### src/rtl/threshold_image_writer_if.sv
// Pixel-stream, memory-write and frame-control signals of the threshold image writer.
// The writer itself takes the slave side; the host or bench drives the master side.
interface threshold_image_writer_if #(
  parameter int ADDR_WIDTH = 16
) ();
  logic                  start;
  logic                  pixel_in_valid;
  logic                  pixel_in;
  logic                  pixel_in_ready;
  logic                  mem_wr_en;
  logic [ADDR_WIDTH-1:0] mem_wr_addr;
  logic [7:0]            mem_wr_data;
  logic                  mem_wr_ready;
  logic                  busy;
  logic                  frame_done;

  modport master (
    output start, pixel_in_valid, pixel_in, mem_wr_ready,
    input  pixel_in_ready, mem_wr_en, mem_wr_addr, mem_wr_data, busy, frame_done
  );

  modport slave (
    input  start, pixel_in_valid, pixel_in, mem_wr_ready,
    output pixel_in_ready, mem_wr_en, mem_wr_addr, mem_wr_data, busy, frame_done
  );
endinterface

### src/rtl/threshold_image_writer.sv
// Packs a 1-bit-per-pixel stream MSB-first into bytes and writes one frame in raster order,
// each row byte-aligned with zero padding in its last byte.
module threshold_image_writer #(
  parameter int IMAGE_WIDTH  = 768,
  parameter int IMAGE_HEIGHT = 512,
  parameter int ADDR_WIDTH   = 16
) (
  input logic                      clk,
  input logic                      reset,
  threshold_image_writer_if.slave  bus
);

  localparam int COL_W = (IMAGE_WIDTH  > 1) ? $clog2(IMAGE_WIDTH)  : 1;
  localparam int ROW_W = (IMAGE_HEIGHT > 1) ? $clog2(IMAGE_HEIGHT) : 1;
  localparam logic [COL_W-1:0] LAST_COL = COL_W'(IMAGE_WIDTH - 1);
  localparam logic [ROW_W-1:0] LAST_ROW = ROW_W'(IMAGE_HEIGHT - 1);

  typedef enum logic [1:0] {
    IDLE  = 2'd0,
    RUN   = 2'd1,
    WRITE = 2'd2,
    DONE  = 2'd3
  } state_t;

  state_t                state_r;
  logic [COL_W-1:0]      col_r;
  logic [ROW_W-1:0]      row_r;
  logic [2:0]            bitidx_r;
  logic [7:0]            shift_r;
  logic [ADDR_WIDTH-1:0] addr_r;
  logic [7:0]            wr_data_r;
  logic                  last_byte_r;
  logic                  ready_r;
  logic                  wr_en_r;
  logic                  busy_r;
  logic                  done_r;

  logic [7:0]            byte_s;
  logic                  last_col_s;
  logic                  close_s;

  // Byte under construction with the current pixel merged in, and byte-closing conditions
  always_comb begin
    byte_s                   = shift_r;
    byte_s[3'd7 - bitidx_r]  = bus.pixel_in;
    last_col_s               = (col_r == LAST_COL);
    close_s                  = (bitidx_r == 3'd7) || last_col_s;
  end

  // Frame sequencer: counters, packing, write handshake and registered outputs
  always_ff @(posedge clk) begin
    if (reset) begin
      state_r     <= IDLE;
      col_r       <= '0;
      row_r       <= '0;
      bitidx_r    <= 3'd0;
      shift_r     <= 8'd0;
      addr_r      <= '0;
      wr_data_r   <= 8'd0;
      last_byte_r <= 1'b0;
      ready_r     <= 1'b0;
      wr_en_r     <= 1'b0;
      busy_r      <= 1'b0;
      done_r      <= 1'b0;
    end else begin
      case (state_r)
        IDLE: begin
          if (bus.start) begin
            state_r  <= RUN;
            col_r    <= '0;
            row_r    <= '0;
            bitidx_r <= 3'd0;
            shift_r  <= 8'd0;
            addr_r   <= '0;
            ready_r  <= 1'b1;
            busy_r   <= 1'b1;
          end else begin
            state_r  <= IDLE;
          end
        end
        RUN: begin
          if (bus.pixel_in_valid) begin
            if (last_col_s) begin
              col_r <= '0;
              row_r <= (row_r == LAST_ROW) ? '0 : row_r + ROW_W'(1);
            end else begin
              col_r <= col_r + COL_W'(1);
            end
            // A row end closes the byte early; the unfilled LSBs stay zero from shift_r
            if (close_s) begin
              wr_data_r   <= byte_s;
              last_byte_r <= last_col_s && (row_r == LAST_ROW);
              state_r     <= WRITE;
              wr_en_r     <= 1'b1;
              ready_r     <= 1'b0;
            end else begin
              shift_r  <= byte_s;
              bitidx_r <= bitidx_r + 3'd1;
            end
          end else begin
            state_r <= RUN;
          end
        end
        WRITE: begin
          if (bus.mem_wr_ready) begin
            addr_r   <= addr_r + ADDR_WIDTH'(1);
            bitidx_r <= 3'd0;
            shift_r  <= 8'd0;
            wr_en_r  <= 1'b0;
            if (last_byte_r) begin
              state_r <= DONE;
              done_r  <= 1'b1;
            end else begin
              state_r <= RUN;
              ready_r <= 1'b1;
            end
          end else begin
            state_r <= WRITE;
          end
        end
        DONE: begin
          state_r <= IDLE;
          done_r  <= 1'b0;
          busy_r  <= 1'b0;
        end
        default: begin
          state_r <= IDLE;
          ready_r <= 1'b0;
          wr_en_r <= 1'b0;
          busy_r  <= 1'b0;
          done_r  <= 1'b0;
        end
      endcase
    end
  end

  assign bus.pixel_in_ready = ready_r;
  assign bus.mem_wr_en      = wr_en_r;
  assign bus.mem_wr_addr    = addr_r;
  assign bus.mem_wr_data    = wr_data_r;
  assign bus.busy           = busy_r;
  assign bus.frame_done     = done_r;

endmodule
### src/flat_wrapper.sv
// flat-port wrapper written by rule: the top's interface ports become plain ports
module threshold_image_writer_flat 
#(
  parameter int IMAGE_WIDTH  = 768,
  parameter int IMAGE_HEIGHT = 512,
  parameter int ADDR_WIDTH   = 16
)
  (clk, reset, bus_start, bus_pixel_in_valid, bus_pixel_in, bus_mem_wr_ready, bus_pixel_in_ready, bus_mem_wr_en, bus_mem_wr_addr, bus_mem_wr_data, bus_busy, bus_frame_done);
  threshold_image_writer_if #(.ADDR_WIDTH(ADDR_WIDTH)) bus_i ();
  input logic clk;
  input logic reset;
  input wire logic [$bits(bus_i.start)-1:0] bus_start;
  input wire logic [$bits(bus_i.pixel_in_valid)-1:0] bus_pixel_in_valid;
  input wire logic [$bits(bus_i.pixel_in)-1:0] bus_pixel_in;
  input wire logic [$bits(bus_i.mem_wr_ready)-1:0] bus_mem_wr_ready;
  output wire logic [$bits(bus_i.pixel_in_ready)-1:0] bus_pixel_in_ready;
  output wire logic [$bits(bus_i.mem_wr_en)-1:0] bus_mem_wr_en;
  output wire logic [$bits(bus_i.mem_wr_addr)-1:0] bus_mem_wr_addr;
  output wire logic [$bits(bus_i.mem_wr_data)-1:0] bus_mem_wr_data;
  output wire logic [$bits(bus_i.busy)-1:0] bus_busy;
  output wire logic [$bits(bus_i.frame_done)-1:0] bus_frame_done;
  assign bus_i.start = bus_start;
  assign bus_i.pixel_in_valid = bus_pixel_in_valid;
  assign bus_i.pixel_in = bus_pixel_in;
  assign bus_i.mem_wr_ready = bus_mem_wr_ready;
  assign bus_pixel_in_ready = bus_i.pixel_in_ready;
  assign bus_mem_wr_en = bus_i.mem_wr_en;
  assign bus_mem_wr_addr = bus_i.mem_wr_addr;
  assign bus_mem_wr_data = bus_i.mem_wr_data;
  assign bus_busy = bus_i.busy;
  assign bus_frame_done = bus_i.frame_done;
  threshold_image_writer #(.IMAGE_WIDTH(IMAGE_WIDTH), .IMAGE_HEIGHT(IMAGE_HEIGHT), .ADDR_WIDTH(ADDR_WIDTH)) u_core (.clk(clk), .reset(reset), .bus(bus_i));
endmodule
### config.mk
export PLATFORM = sky130hd
export DESIGN_NAME = threshold_image_writer_flat
export DESIGN_NICKNAME = d
export VERILOG_FILES = /design/src/rtl/threshold_image_writer_if.sv /design/src/rtl/threshold_image_writer.sv /design/src/flat_wrapper.sv
export SDC_FILE = /design/constraint.sdc
export NUM_CORES = 1
export LEC_CHECK = 0
export CAP_MARGIN = 20
export CORE_UTILIZATION = 40
export CTS_BUF_LIST = sky130_fd_sc_hd__clkbuf_4 sky130_fd_sc_hd__clkbuf_8
export DETAILED_ROUTE_END_ITERATION = 10
export PLACE_DENSITY = 0.74
export SETUP_SLACK_MARGIN = 0.3
export SLEW_MARGIN = 10
export SYNTH_ARGS = -nofsm -noshare
export SYNTH_HDL_FRONTEND = slang
export SYNTH_SLANG_ARGS = --single-unit
export TNS_END_PERCENT = 50
### constraint.sdc
create_clock -name clk -period 2 [get_ports clk]
set_input_delay 0.6 -clock clk [delete_from_list [all_inputs] [get_ports clk]]
set_output_delay 0.6 -clock clk [all_outputs]
set_load 0.005 [all_outputs]
[Word-level counts from Yosys, hierarchy flattened]
Index checks and enable logic that the tools add are counted.
Storage, ports and cells
  output and inout bits: 28
  register bits: 61
  logic and storage cells: 98
  input port bits: 6
Cells by class
  $lt $le $gt $ge: 2
  reductions and logical operators: 19
  multiplexer cells: 45
  $add $sub $neg: 5
  equal/unequal tests: 15
Operator list (count)
  $mux W9: 4
  $mux W16: 2
  $mux W8: 4
  $pmux W16 S2: 1
  $mux W10: 3
  $pmux W8 S3: 1
  $pmux W10 S2: 1
  $pmux W9 S2: 1
  $add A16 B1 Y16 const B: 1
  $mux W1: 12
  $mux W3: 4
  $reduce_and A3 Y1: 4
  $add A10 B1 Y10 const B: 1
  $eq A10 B10 Y1 const B: 1
  $ne A2 B2 Y1 const B: 5
  $reduce_bool A2 Y1: 5
  $add A9 B1 Y9 const B: 1
  $eq A9 B9 Y1 const B: 1
  $pmux W3 S3: 1
  $bwmux W8: 1
  $mux W2: 4
  $pmux W2 S4: 1
  $reduce_and A4 Y1: 2
  $ne A2 B1 Y1 const B: 3
  18 further kinds: 22

[Depth between registers and ports, before layout]
  depth in word-level cells: 9
  mapped depth: 9
  gate-level depth less buffers: 8

[Worst setup path after synthesis]
No wires, ideal clock.
  path type: reg-to-reg
  start: reg u_core.row_r[0]
  end: reg u_core.row_r[3]
  clock period less this slack: 2.109 ns
  arrival time: 2.035 ns
  buffers on the path: 1
  cell stages (with the launch flop): 10
  path slack: -0.109 ns
  setup time: 0.074 ns
  path through: dfxtp_1 -> ha_1 -> nand3_1 -> nor2_1 -> ha_1 -> nor4b_2 -> and4bb_1 -> clkbuf_1 -> a41oi_1 -> a31oi_1
Between the ends
  cells in the longest elaborated chain, start to end: 5
Ends and longest elaborated chain
  start, declared: line threshold_image_writer.sv:27  | logic [ROW_W-1:0] row_r;
  start signal, assigned: line threshold_image_writer.sv:85  | row_r <= (row_r == LAST_ROW) ? '0 : row_r + ROW_W'(1);
  $add A9 B1 Y9 / $eq A9 B9 Y1 (equally long branches): line threshold_image_writer.sv:85
  $mux W9 (*): line threshold_image_writer.sv:85
  $mux W9 (*): line threshold_image_writer.sv:83  | if (last_col_s) begin
  $mux W9 (*): line threshold_image_writer.sv:82  | if (bus.pixel_in_valid) begin
  $pmux W9 S2 (*): line threshold_image_writer.sv:66  | case (state_r)
Every way passes the cells marked *; elsewhere a longest branch is shown, timed or not. The select of a mux whose other input is x is not followed.
A chain may end at the register's enable or synchronous reset.

[Final worst setup path]
Same ends and word-level chain as after synthesis.

==> impl_metrics.sql <==
INSERT INTO impl_metrics (metric_group, metric, value, unit) VALUES
('status', 'status', 'finished, final reports clean', ''),
('pwr', 'ir_worst_vdd', '0.412', 'mV'),
('hold_path', 'timing.hold.worst.class', 'reg2reg', ''),
('die', 'core_area', '6870', 'um2'),
('clocking', 'root_buffer', 'clkbuf_8', ''),
('critical_path', 'critPathKind', 'reg2reg', ''),
('synthesis', 'synth_async_reset_ratio', '0', '%'),
('synthesis', 'synth_top_cell_by_area', 'dfxtp_1', ''),
('grt', 'grt_use_total', '20.3', '%'),
('synthesis', 'post-synth-top-area-fraction', '42.3', '%'),
('synthesis', 'yosysSeqAreaShare', '42.3', '%'),
('cells_and_area', 'mostFrequentLayoutCells', 'buf_4, dfxtp_1, nand2_1', ''),
('grt', 'wire_length_of_the_first_global_routing_pass', '12000', 'um'),
('clocking', 'cts_max_path_buffers', '2', ''),
('placed_design', 'gpl.final_weighted_congestion', '0.804', ''),
('critical_path', 'crit_path_end_kind', 'flip-flop', ''),
('hold_path', 'worstHoldPathCells', '2', ''),
('drt', 'detail_route.vias_per_cell', '5.36', ''),
('placed_design', 'dp_hpwl', '4630', 'um'),
('placed_design', 'io_buffers', '33', ''),
('grt', 'number_of_global_route_vias_before_repair', '2691', ''),
('cells_and_area', 'final_layout_size_suffix_gt1_share', '29.8', '%'),
('critical_path', 'critical_path_buf_inv_count', '0', ''),
('drt', 'first_drt_iteration_drcs', '119', ''),
('sta', 'finalSetupViolCount', '0', ''),
('die', 'fp-row-count', '30', ''),
('critical_path', 'path_cells', 'ha_4 -> nand3_2 -> nor2_2 -> ha_2 -> nor4b_4 -> and4bb_4 -> a41oi_2 -> a31oi_1', ''),
('critical_path', 'r2r_cells', '8', ''),
('synthesis', 'yosysUniqueCellTypes', '45', ''),
('drt', 'num_vias', '2742', ''),
('grt', 'grt_start_max_net_pins', '23', ''),
('cells_and_area', 'design.final.nets', '423', ''),
('placed_design', 'place_inst', '476', ''),
('die', 'die_footprint', '7570', 'um2'),
('critical_path', 'critical_path.max_stage_delay', '0.37', 'ns'),
('synthesis', 'synth_seq_cells', '61', ''),
('critical_path', 'worst_ep_arrival_time', '2.01', 'ns'),
('cells_and_area', 'layout.cells.most_common', 'buf_4', ''),
('cells_and_area', 'layoutNonFillerInstCount', '512', ''),
('synthesis', 'syn-num-nets', '344', ''),
('synthesis', 'synthesis.area', '2890', 'um2'),
('grt', 'grt_overflow_total', '0', ''),
('critical_path', 'critical_path.reg2reg.startpoint', 'u_core.row_r[0]$_SDFFE_PP0P_', ''),
('clocking', 'htree_num_levels', '3', ''),
('synthesis', 'yosys_warnings', '0', ''),
('critical_path', 'critical_path.top_delay_family', 'simple AND/OR/NAND/NOR gates', ''),
('synthesis', 'synth_ff_type', 'dfxtp_1', ''),
('sta', 'fin_ws', '0.259', 'ns'),
('synthesis', 'avgSynthCellArea', '8.70', 'um2'),
('sta', 'holdWs', '0.468', 'ns'),
('clocking', 'clkSlewWorstSetupHoldPaths', '0.07', 'ns'),
('critical_path', 'cpMaxStageDelayCell', 'and4bb_4', ''),
('grt', 'grt_antenna_before_repair', '0', ''),
('critical_path', 'worst-r2r-setup-slack', '0.26', 'ns'),
('synthesis', 'syn-instance-count', '332', ''),
('cells_and_area', 'area_growth', '38.9', '%'),
('sta', 'period_share', '87.0', '%'),
('synthesis', 'netlist_top_cells_area', 'dfxtp_1, a21oi_1, xnor2_1, nand3_1, nand2_1', ''),
('cells_and_area', 'n_antenna_cell', '0', ''),
('sta', 'timing_hold_violations_final', '0', ''),
('pwr', 'p_leak', '1.77', 'nW'),
('die', 'floorplan.die.height', '87.0', 'um'),
('sta', 'grt_setup_unrepaired', 'yes', ''),
('critical_path', 'crit_required', '2.27', 'ns'),
('critical_path', 'worst_setup_path_start_kind', 'flip-flop', ''),
('clocking', 'cts_tree', 'done', ''),
('drt', 'post-route-drc-count', '0', ''),
('hold_path', 'hold_path_end', 'u_core.shift_r[0]$_SDFFE_PP0P_', ''),
('clocking', 'cts_inserted_buffers', '9', ''),
('critical_path', 'crit_fanout', '7', ''),
('die', 'io_pins', '34', '');
## worst max path at each step
stage                                       startpoint                                       to  slack [ns]  depth (start not counted)
2_1_floorplan             u_core.row_r[1]$_SDFFE_PP0P_             u_core.row_r[3]$_SDFFE_PP0P_        0.24                          9
3_3_place_gp                                 bus_start  u_core.bus.mem_wr_addr[15]$_SDFFE_PP0P_       -0.29                          5
3_5_place_dp                                 bus_start  u_core.bus.mem_wr_addr[15]$_SDFFE_PP0P_       -0.28                          5
4_1_cts        u_core.bus.mem_wr_addr[14]$_SDFFE_PP0P_                      bus_mem_wr_addr[14]        0.16                          1
5_1_grt                   u_core.row_r[0]$_SDFFE_PP0P_             u_core.row_r[3]$_SDFFE_PP0P_        0.18                          8
6_report                  u_core.row_r[0]$_SDFFE_PP0P_             u_core.row_r[3]$_SDFFE_PP0P_        0.26                          8
## cell usage after synthesis, types with 9 or more instances
cell type and n:
dfxtp_1 61, xnor2_1 15, nor3_1 10, nand3_1 21, a21oi_1 29, inv_1 9, nor2_1 26, clkbuf_1 10
nand2_1 27, o31ai_1 11, mux2i_1 10, o21ai_0 13
## where the power goes
group	switching [W]	total, W	internal [W]
Clock	0.000469	0.000936	0.000468
Sequential	0.0000105	0.00123	0.00122
Combinational	0.0000971	0.000178	0.0000812
## area by class of cell
| type | count | area (um2) |
|---|---|---|
| Sequential cell | 61 | 1270 |
| Timing Repair Buffer | 86 | 768 |
| Inverter | 10 | 37.5 |
| Tap cell | 96 | 120 |
| Fill cell | 614 | 2860 |
| Clock inverter | 5 | 27.5 |
| Clock buffer | 11 | 139 |
| Multi-Input combinational cell | 243 | 1650 |
## cell families (layout without fill, tap and decap cells)
family          Yosys count  after routing  synth area share (%)
compound gates           77             77                  16.3
xor+xnor                 15             15                  4.55
fa+ha+maj                 6              6                  2.60
buf+inv                  28            112                  4.37
flops                    61             61                  42.3
mux                      13             13                  4.63
simple gates            132            132                  25.3
## through the flow
step	utilization, %	setup TNS, ns	instance area [um2]
final	58.4	0	4010
after global routing	58.4	0	4010
after CTS	56.7	0	3900
after detailed placement	51.9	-9.00	3570
after global placement	51.9	-9.06	3570
after floorplan	-	0	2950
## routing by layer
metal  GRT usage [%]  share of wire [%]  vias up  wire length (um)
met1            24.3                 44     1284              3150
met3            5.50                4.3       22               305
met2            34.0                 49       70              3450
met4            9.39                2.5        0               180
met5               0                  0        -                 0
li1                -                  -     1366                 -
## worst min-delay path, stage by stage (launching register included)
cell	delay, ns
dfxtp_1	0.31
nand3_1	0.06
o31ai_1	0.06
## registers in the layout, indices dropped and copies added, names as in the netlist, 2 cells and up
name                    cells
u_core.bitidx_r             3
u_core.bus.mem_wr_addr     16
u_core.bus.mem_wr_data      8
u_core.state_r              2
u_core.row_r                9
u_core.shift_r              8
u_core.col_r               10
## what timing repair did
action                     CTS  global route
buffers inserted            15             5
resized for setup           44            37
hold endpoints to repair     0             0
setup endpoints to repair   79            59
pin swaps                    5             5
Note: power is estimated with default switching activity, not from simulation.
